## src/rtl/qpsk_sym_sched_pkg.sv

```systemverilog
// qpsk_sym_sched_pkg
//   Shared types and constants for the QPSK 32-bit-to-2-bit symbol scheduler.
//   Contents: FSM state enum, word/symbol geometry, and the symbol-select
//   helper used to pick symbol k out of a packed 32-bit word.
//   No ports (package).
package qpsk_sym_sched_pkg;

    typedef enum logic {
        IDLE = 1'b0,
        EMIT = 1'b1
    } state_t;

    localparam int unsigned WORD_W       = 32;
    localparam int unsigned SYM_W        = 2;
    localparam int unsigned SYM_PER_WORD = WORD_W / SYM_W;

    // msb_first=1: symbol k = word[31-2k -: 2]; msb_first=0: word[2k+1:2k].
    function automatic logic [SYM_W-1:0] sym_sel(input logic [WORD_W-1:0] word,
                                                 input logic [3:0]        idx,
                                                 input logic              msb_first);
        logic [3:0] pos;
        pos = msb_first ? (4'(SYM_PER_WORD - 1) - idx) : idx;
        return word[{pos, 1'b0} +: SYM_W];
    endfunction

endpackage

```

## src/rtl/qpsk_sym_sched_if.sv

```systemverilog
// qpsk_sym_sched_if
//   AXI-Stream style handshake bundle used on both sides of the scheduler.
//   Signals: tdata[DATA_W-1:0], tlast, tvalid, tready.
//   Modports: master (drives tdata/tlast/tvalid, receives tready),
//             slave  (receives tdata/tlast/tvalid, drives tready).
interface qpsk_sym_sched_if #(
    parameter int unsigned DATA_W = 32
);
    logic [DATA_W-1:0] tdata;
    logic              tlast;
    logic              tvalid;
    logic              tready;

    modport master (output tdata, output tlast, output tvalid, input tready);
    modport slave  (input tdata, input tlast, input tvalid, output tready);
endinterface

```

## src/rtl/qpsk_sym_sched_pacer.sv

```systemverilog
// qpsk_sym_pacer
//   Rate-divider down-counter that paces output beats.
//   Ports:
//     clk, rst       block clock, synchronous active-high reset
//     clr_i          force the count to zero (start of a fresh word)
//     load_i         load load_val_i (on an output handshake)
//     hold_i         freeze the count (beat stalled by downstream)
//     load_val_i     reload value, already reduced to max(div,1)-1
//     zero_o         count is zero: a beat may be presented
module qpsk_sym_pacer #(
    parameter int unsigned DIV_W = 16
) (
    input  logic             clk,
    input  logic             rst,
    input  logic             clr_i,
    input  logic             load_i,
    input  logic             hold_i,
    input  logic [DIV_W-1:0] load_val_i,
    output logic             zero_o
);

    logic [DIV_W-1:0] cnt_q;

    always_ff @(posedge clk) begin
        if (rst || clr_i) begin
            cnt_q <= '0;
        end else if (load_i) begin
            cnt_q <= load_val_i;
        end else if (!hold_i && (cnt_q != '0)) begin
            cnt_q <= cnt_q - DIV_W'(1);
        end
    end

    assign zero_o = (cnt_q == '0);

endmodule

```

## src/rtl/qpsk_sym_sched.sv

```systemverilog
// qpsk_sym_sched
//   Scheduler/sequencer for the conv32Bto2B QPSK path. Accepts 32-bit words,
//   emits 16 two-bit symbols per word, each repeated N times and paced by a
//   programmable rate divider.
//   Ports:
//     clk, rst           block clock, synchronous active-high reset
//     cfg_enable         allow new words to be accepted
//     cfg_msb_first      symbol order within a word (latched per word)
//     cfg_rate_div       min cycles between output beats, 0 treated as 1
//     s_axis (slave)     32-bit input word stream
//     m_axis (master)    2-bit symbol stream
//     sts_busy           a word is in progress
//     sts_underflow_cnt  saturating count of mid-packet starvation gaps
//   Optional build macro: QPSK_SYM_SCHED_PREFETCH_EN adds a one-entry prefetch
//   register so consecutive words stream without the IDLE bubble.
module qpsk_sym_sched
    import qpsk_sym_sched_pkg::*;
#(
    parameter int unsigned N     = 4,
    parameter int unsigned DIV_W = 16,
    parameter int unsigned UFL_W = 16
) (
    input  logic                clk,
    input  logic                rst,
    input  logic                cfg_enable,
    input  logic                cfg_msb_first,
    input  logic [DIV_W-1:0]    cfg_rate_div,
    qpsk_sym_sched_if.slave     s_axis,
    qpsk_sym_sched_if.master    m_axis,
    output logic                sts_busy,
    output logic [UFL_W-1:0]    sts_underflow_cnt
);

    localparam int unsigned REP_W = (N > 1) ? $clog2(N) : 1;

    state_t             state_q;
    logic [WORD_W-1:0]  word_q;
    logic               last_q;
    logic               msb_q;
    logic [DIV_W-1:0]   div_q;
    logic [3:0]         sym_q;
    logic [REP_W-1:0]   rep_q;
    logic               in_pkt_q;
    logic               starve_q;
    logic [UFL_W-1:0]   ufl_q;

`ifdef QPSK_SYM_SCHED_PREFETCH_EN
    logic [WORD_W-1:0]  pf_data_q;
    logic               pf_last_q;
    logic               pf_valid_q;
`endif

    logic               pace_zero;
    logic [DIV_W-1:0]   pace_ld;
    logic               m_valid;
    logic               m_hs;
    logic               beat_last;
    logic               word_done;
    logic               s_ready;
    logic               s_hs;
    logic               start_word;
    logic [WORD_W-1:0]  ld_data;
    logic               ld_last;
    logic               starving;

    always_comb begin
        pace_ld   = (div_q == '0) ? '0 : (div_q - DIV_W'(1));
        m_valid   = (state_q == EMIT) && pace_zero;
        m_hs      = m_valid && m_axis.tready;
        beat_last = (sym_q == 4'(SYM_PER_WORD - 1)) && (rep_q == REP_W'(N - 1));
        word_done = m_hs && beat_last;
        ld_data   = s_axis.tdata;
        ld_last   = s_axis.tlast;
`ifdef QPSK_SYM_SCHED_PREFETCH_EN
        s_ready    = !rst && cfg_enable && ((state_q == IDLE) || !pf_valid_q);
        s_hs       = s_ready && s_axis.tvalid;
        // The next word comes from prefetch if held, else straight from the input
        // when it arrives on the final beat; IDLE is only entered when neither.
        start_word = ((state_q == IDLE) && s_hs) ||
                     (word_done && (pf_valid_q || s_hs));
        if (pf_valid_q) begin
            ld_data = pf_data_q;
            ld_last = pf_last_q;
        end
        starving   = in_pkt_q && cfg_enable && !s_axis.tvalid &&
                     ((state_q == IDLE) || (word_done && !pf_valid_q));
`else
        s_ready    = !rst && cfg_enable && (state_q == IDLE);
        s_hs       = s_ready && s_axis.tvalid;
        start_word = (state_q == IDLE) && s_hs;
        starving   = in_pkt_q && cfg_enable && !s_axis.tvalid && (state_q == IDLE);
`endif
    end

    qpsk_sym_pacer #(
        .DIV_W (DIV_W)
    ) u_pacer (
        .clk        (clk),
        .rst        (rst),
        .clr_i      (start_word && (state_q == IDLE)),
        .load_i     (m_hs),
        .hold_i     (m_valid && !m_axis.tready),
        .load_val_i (pace_ld),
        .zero_o     (pace_zero)
    );

    always_ff @(posedge clk) begin
        if (rst) begin
            state_q  <= IDLE;
            word_q   <= '0;
            last_q   <= 1'b0;
            msb_q    <= 1'b0;
            div_q    <= '0;
            sym_q    <= '0;
            rep_q    <= '0;
            in_pkt_q <= 1'b0;
            starve_q <= 1'b0;
            ufl_q    <= '0;
`ifdef QPSK_SYM_SCHED_PREFETCH_EN
            pf_data_q  <= '0;
            pf_last_q  <= 1'b0;
            pf_valid_q <= 1'b0;
`endif
        end else begin
            if (s_hs) begin
                in_pkt_q <= !s_axis.tlast;
            end

            // One count per starvation gap; the flag re-arms on the next accept.
            if (s_hs) begin
                starve_q <= 1'b0;
            end else if (starving && !starve_q) begin
                starve_q <= 1'b1;
                if (ufl_q != '1) begin
                    ufl_q <= ufl_q + UFL_W'(1);
                end
            end

            if (start_word) begin
                state_q <= EMIT;
                word_q  <= ld_data;
                last_q  <= ld_last;
                msb_q   <= cfg_msb_first;
                div_q   <= cfg_rate_div;
                sym_q   <= '0;
                rep_q   <= '0;
            end else if (m_hs) begin
                if (beat_last) begin
                    state_q <= IDLE;
                end else if (rep_q == REP_W'(N - 1)) begin
                    rep_q <= '0;
                    sym_q <= sym_q + 4'd1;
                end else begin
                    rep_q <= rep_q + REP_W'(1);
                end
            end

`ifdef QPSK_SYM_SCHED_PREFETCH_EN
            if (start_word && pf_valid_q) begin
                pf_valid_q <= 1'b0;
            end else if (s_hs && !start_word) begin
                pf_data_q  <= s_axis.tdata;
                pf_last_q  <= s_axis.tlast;
                pf_valid_q <= 1'b1;
            end
`endif
        end
    end

    assign s_axis.tready     = s_ready;
    assign m_axis.tvalid     = m_valid;
    assign m_axis.tdata      = sym_sel(word_q, sym_q, msb_q);
    assign m_axis.tlast      = m_valid && last_q && beat_last;
    assign sts_busy          = (state_q != IDLE);
    assign sts_underflow_cnt = ufl_q;

endmodule
```

## src/flat_wrapper.sv

```systemverilog
// flat-port wrapper written by rule: the top's interface ports become plain ports
module qpsk_sym_sched_flat import qpsk_sym_sched_pkg::*;
#(
    parameter int unsigned N     = 4,
    parameter int unsigned DIV_W = 16,
    parameter int unsigned UFL_W = 16
)
  (clk, rst, cfg_enable, cfg_msb_first, cfg_rate_div, sts_busy, sts_underflow_cnt, s_axis_tdata, s_axis_tlast, s_axis_tvalid, s_axis_tready, m_axis_tdata, m_axis_tlast, m_axis_tvalid, m_axis_tready);
  qpsk_sym_sched_if s_axis_i ();
  qpsk_sym_sched_if m_axis_i ();
  input  logic clk;
  input  logic rst;
  input  logic cfg_enable;
  input  logic cfg_msb_first;
  input  logic [DIV_W-1:0] cfg_rate_div;
  output logic sts_busy;
  output logic [UFL_W-1:0] sts_underflow_cnt;
  input wire logic [$bits(s_axis_i.tdata)-1:0] s_axis_tdata;
  input wire logic [$bits(s_axis_i.tlast)-1:0] s_axis_tlast;
  input wire logic [$bits(s_axis_i.tvalid)-1:0] s_axis_tvalid;
  output wire logic [$bits(s_axis_i.tready)-1:0] s_axis_tready;
  output wire logic [$bits(m_axis_i.tdata)-1:0] m_axis_tdata;
  output wire logic [$bits(m_axis_i.tlast)-1:0] m_axis_tlast;
  output wire logic [$bits(m_axis_i.tvalid)-1:0] m_axis_tvalid;
  input wire logic [$bits(m_axis_i.tready)-1:0] m_axis_tready;
  assign s_axis_i.tdata = s_axis_tdata;
  assign s_axis_i.tlast = s_axis_tlast;
  assign s_axis_i.tvalid = s_axis_tvalid;
  assign s_axis_tready = s_axis_i.tready;
  assign m_axis_tdata = m_axis_i.tdata;
  assign m_axis_tlast = m_axis_i.tlast;
  assign m_axis_tvalid = m_axis_i.tvalid;
  assign m_axis_i.tready = m_axis_tready;
  qpsk_sym_sched #(.N(N), .DIV_W(DIV_W), .UFL_W(UFL_W)) u_core (.clk(clk), .rst(rst), .cfg_enable(cfg_enable), .cfg_msb_first(cfg_msb_first), .cfg_rate_div(cfg_rate_div), .s_axis(s_axis_i), .m_axis(m_axis_i), .sts_busy(sts_busy), .sts_underflow_cnt(sts_underflow_cnt));
endmodule
```

## config.mk

```make
export PLATFORM = sky130hd
export DESIGN_NAME = qpsk_sym_sched_flat
export DESIGN_NICKNAME = d
export VERILOG_FILES = /design/src/rtl/qpsk_sym_sched_pkg.sv /design/src/rtl/qpsk_sym_sched_if.sv /design/src/rtl/qpsk_sym_sched_pacer.sv /design/src/rtl/qpsk_sym_sched.sv /design/src/flat_wrapper.sv
export SDC_FILE = /design/constraint.sdc
export NUM_CORES = 1
export LEC_CHECK = 0
export ABC_CLOCK_PERIOD_IN_PS = 4150
export CAP_MARGIN = 20
export CORE_MARGIN = 2
export CORE_UTILIZATION = 35
export DETAILED_ROUTE_END_ITERATION = 16
export PLACE_DENSITY_LB_ADDON = 0.15
export SYNTH_ARGS = -nofsm -noshare
export SYNTH_HDL_FRONTEND = slang
export SYNTH_HIERARCHICAL = 1
export SYNTH_SLANG_ARGS = --single-unit
```

## constraint.sdc

```tcl
create_clock -name clk -period 4.15 [get_ports clk]
set_clock_uncertainty 0.2 [all_clocks]
set_input_delay 1.0375 -clock clk [delete_from_list [all_inputs] [get_ports clk]]
set_output_delay 1.0375 -clock clk [all_outputs]
set_load 0.02 [all_outputs]
```

==> metrics.md <==
| Metric | Value |
|---|---|
| Status | `complete, no violations` |
| Hold violation count in the final report | `0` |
| RSZ-0062 raised after global routing | `false` |
| # Post-CTS Setup Buffers | `0` |
| # DRC | `0` |
| Detailed Route WL | `12600 um` |
| Number of global-route vias before repair | `4283` |
| Synth Area in Compound Gates | `15.9%` |
| Max-slew violations | `0` |
| Post-DRT Antenna Nets | `0` |
| CTS tree | `built` |
| Syn-to-layout area delta | `20.6%` |
| Post-synth EDFFs | `0` |
| Synthesized area | `5130 um^2` |
| Leakage power | `2.18 nW` |
| Ys Warns | `6` |
| Max Cap Viol | `0` |
| WP data arrival | `2.81 ns` |
| First-pass GRT wire length | `20700 um` |
| Post-synth top cells | `dfxtp_1, nand2_1, o21ai_0` |
| Xor and xnor area share after synthesis | `7.00%` |
| Critical path class | `reg2out` |
| Slew @ Worst Pin | `0.835 ns` |
| Max stage delay on crit path | `0.67 ns` |
| IO buf count | `76` |
| Tcrit/Tclk final | `97.6%` |
| Root buf cell | `clkbuf_16` |
| CTS Buf Count | `9` |
| DR vias | `4470` |
| I/O pin count | `107` |
| Share of the synthesized area in the top cell type | `35.5%` |
| Htree depth | `3` |
| Cell area after layout | `6190 um^2` |
| Reg-to-reg setup timing slack | `1.06 ns` |
| Post-synthesis sequential area ratio | `35.5%` |
| Share of cells above drive strength 1 | `7.48%` |
| Fill cells | `1489` |
| Quantity of hold-fixing buffers added after cts | `0` |
| # rows | `44` |
| FF+latch count, synth | `91` |
| Placer Congestion | `0.805` |
| Share of flip-flops with an asynchronous set or reset | `0%` |
| Synth Flop Type | `dfxtp_1` |
| DR WL/cell | `14.1 um` |
| Placed inst area | `5900 um^2` |
| Gate Count Post-Synth | `645` |
| Maximum root-to-sink buffer count | `2` |
| Highest clock rate | `247 MHz` |
| Slew margin rel. | `44.3%` |
| Startpoint types | `flop` |
| NumNets Final | `764` |
| Initial Utilization | `35.6%` |
| VDD IR max | `0.219 mV` |
| Most common cell in the synthesized netlist | `dfxtp_1` |
| Post-Synth Simple-Gate Area | `29.5%` |
| Crit-path leading delay family | `buffers and inverters` |
| Die Ht | `125 um` |
| GRT overflow | `0` |
| Core Area | `14400 um^2` |
| Synth Area in Adders | `1.22%` |
| Setup crit end kind | `output pin` |
| CP cell instances | `or3b_2 > o21ai_0 > a222oi_1 > nor2b_1 > o31ai_1 > clkdlybuf4s50_1` |
| Largest family of logic cells by synthesized area | `simple AND/OR/NAND/NOR gates` |
| Sum of buffers and inverters on the critical path | `1` |
| TNS Setup | `0 ns` |
| Final setup vio count | `0` |
| Clock slew at reported path FFs | `0.07 ns` |
| Initial antenna violation count | `1` |
| Largest net degree at the start of global routing | `72` |
| TritonCTS Sinks | `91` |
| Die Width | `125 um` |
| Mux contribution to synthesized area | `2.61%` |
| Post-CTS Resized | `1` |
| Hpwl dp | `9120 um` |
| Highest-delay cell along the critical path | `clkdlybuf4s50_1` |
| Mean Syn Cell Area | `7.96 um^2` |
| CP required | `2.91 ns` |
| DR iter-0 viols | `213` |
| Clk_lat worst skew | `0.35 ns` |
| Full die area | `15600 um^2` |
| Pwr dens | `449 nW/um^2` |
| Synth area leaders | `dfxtp_1, o21ai_0, nand2b_1, xnor2_1, nand2_1` |
| Post-synth top area cell | `dfxtp_1` |
| Post-synthesis cell type count | `64` |
| Vias per cell | `5.00` |
| Final Power | `2.78 mW` |
| Worst-path fanout max | `12` |
| Hold Path Class | `reg2reg` |
| Total Routing Usage GR | `16.0%` |
| Pre-antenna DRT Iters | `4` |
| Tmin final | `4.05 ns` |
-- metrics by stage --
stage	instances	utilization (%)	hold slack (ns)	setup slack [ns]
finish	894	42.9	0.270	0.0993
global placement	877	40.9	0.247	0.495
CTS	893	42.9	0.275	0.0303
floorplan	674	-	0.221	0.739
detailed placement	877	40.9	0.265	0.361
global route	894	42.9	0.305	0.00684
-- layer usage --
layer	GRT usage, %	share of wire [%]	up-vias	routed length [um]
met4	5.10	1.3	0	167
li1	-	-	2296	-
met5	0	0	-	0
met1	19.6	45	2064	5660
met3	4.24	3.9	13	486
met2	27.6	50	97	6250
-- worst min-delay path: cells and delay by family, from the launching register on --
family	cells	cell delay, ns
AOI/OAI and AO/OA	1	0.05
buffers and inverters	1	0.05
DFF	1	0.32
-- final cells by class --
| cell class | count | area (um^2) | area share (%) |
|---|---|---|---|
| clock buffer | 10 | 239 | 3.86 |
| antenna | 1 | 2.50 | 0.0404 |
| tap | 184 | 230 | 3.72 |
| inverter | 13 | 48.8 | 0.789 |
| timing repair buffer | 82 | 801 | 12.9 |
| multi-input combinational | 507 | 3000 | 48.5 |
| sequential | 91 | 1820 | 29.5 |
| clock inverter | 6 | 40.0 | 0.647 |
-- worst paths after layout --
| check | endpoint | startpoint | depth (start not counted) |
|---|---|---|---|
| worst max-delay path | m_axis_tdata[1] | u_core/sym_q[0] | 6 |
| worst max register to register | u_core/u_pacer/cnt_q[11] | u_core/u_pacer/cnt_q[5] | 8 |
| worst min register to register | u_core/starve_q | u_core/starve_q | 2 |
| worst min-delay path | u_core/starve_q | u_core/starve_q | 2 |
-- cell families (layout without fill, tap and decap cells) --
logic type | after synthesis | in the layout
AO/OA/AOI/OAI | 140 | 140
XOR/XNOR | 41 | 41
adder cells (fa/ha/maj) | 5 | 5
buffers and inverters | 76 | 111
flip-flops | 91 | 91
multiplexers | 13 | 13
other | 1 | 31
AND/OR/NAND/NOR | 278 | 278
-- placed cells by master (no fill, tap or decap), types with 4 or more instances in the layout --
master and n:
ha_1 5, clkbuf_16 9, nand2_1 77, conb_1 30, mux2i_1 10, a21oi_1 36, nor3b_1 4, nor4_1 10
a22o_1 4, clkdlybuf4s50_1 75, nand2b_1 48, nand4_1 5, o21ai_0 67, dfxtp_1 89, xnor2_1 34, nor2b_1 8
or3_1 4, inv_1 12, and3_1 5, or2_2 5, nor2_1 49, nand3b_1 7, xor2_1 7, nor3_1 19
o31ai_1 5, a22oi_1 5, buf_4 6, nand3_1 8
-- report_power, final --
| part | total (mW) | switching [mW] | internal [mW] |
|---|---|---|---|
| Combinational | 0.924 | 0.492 | 0.432 |
| Sequential | 1.07 | 0.101 | 0.968 |
| Clock | 0.784 | 0.361 | 0.423 |
-- flip-flops by register name, summed over array words and instances (netlist names) --
name / cells
u_core/word_q: 32
u_core/rep_q: 2
u_core/in_pkt_q: 1
u_core/msb_q: 1
u_core/sts_busy: 1
u_core/sym_q: 4
u_core/starve_q: 1
u_core/sts_underflow_cnt: 16
u_core/u_pacer/cnt_q: 16
u_core/div_q: 16
u_core/last_q: 1
(Power assumes the default switching activity.)
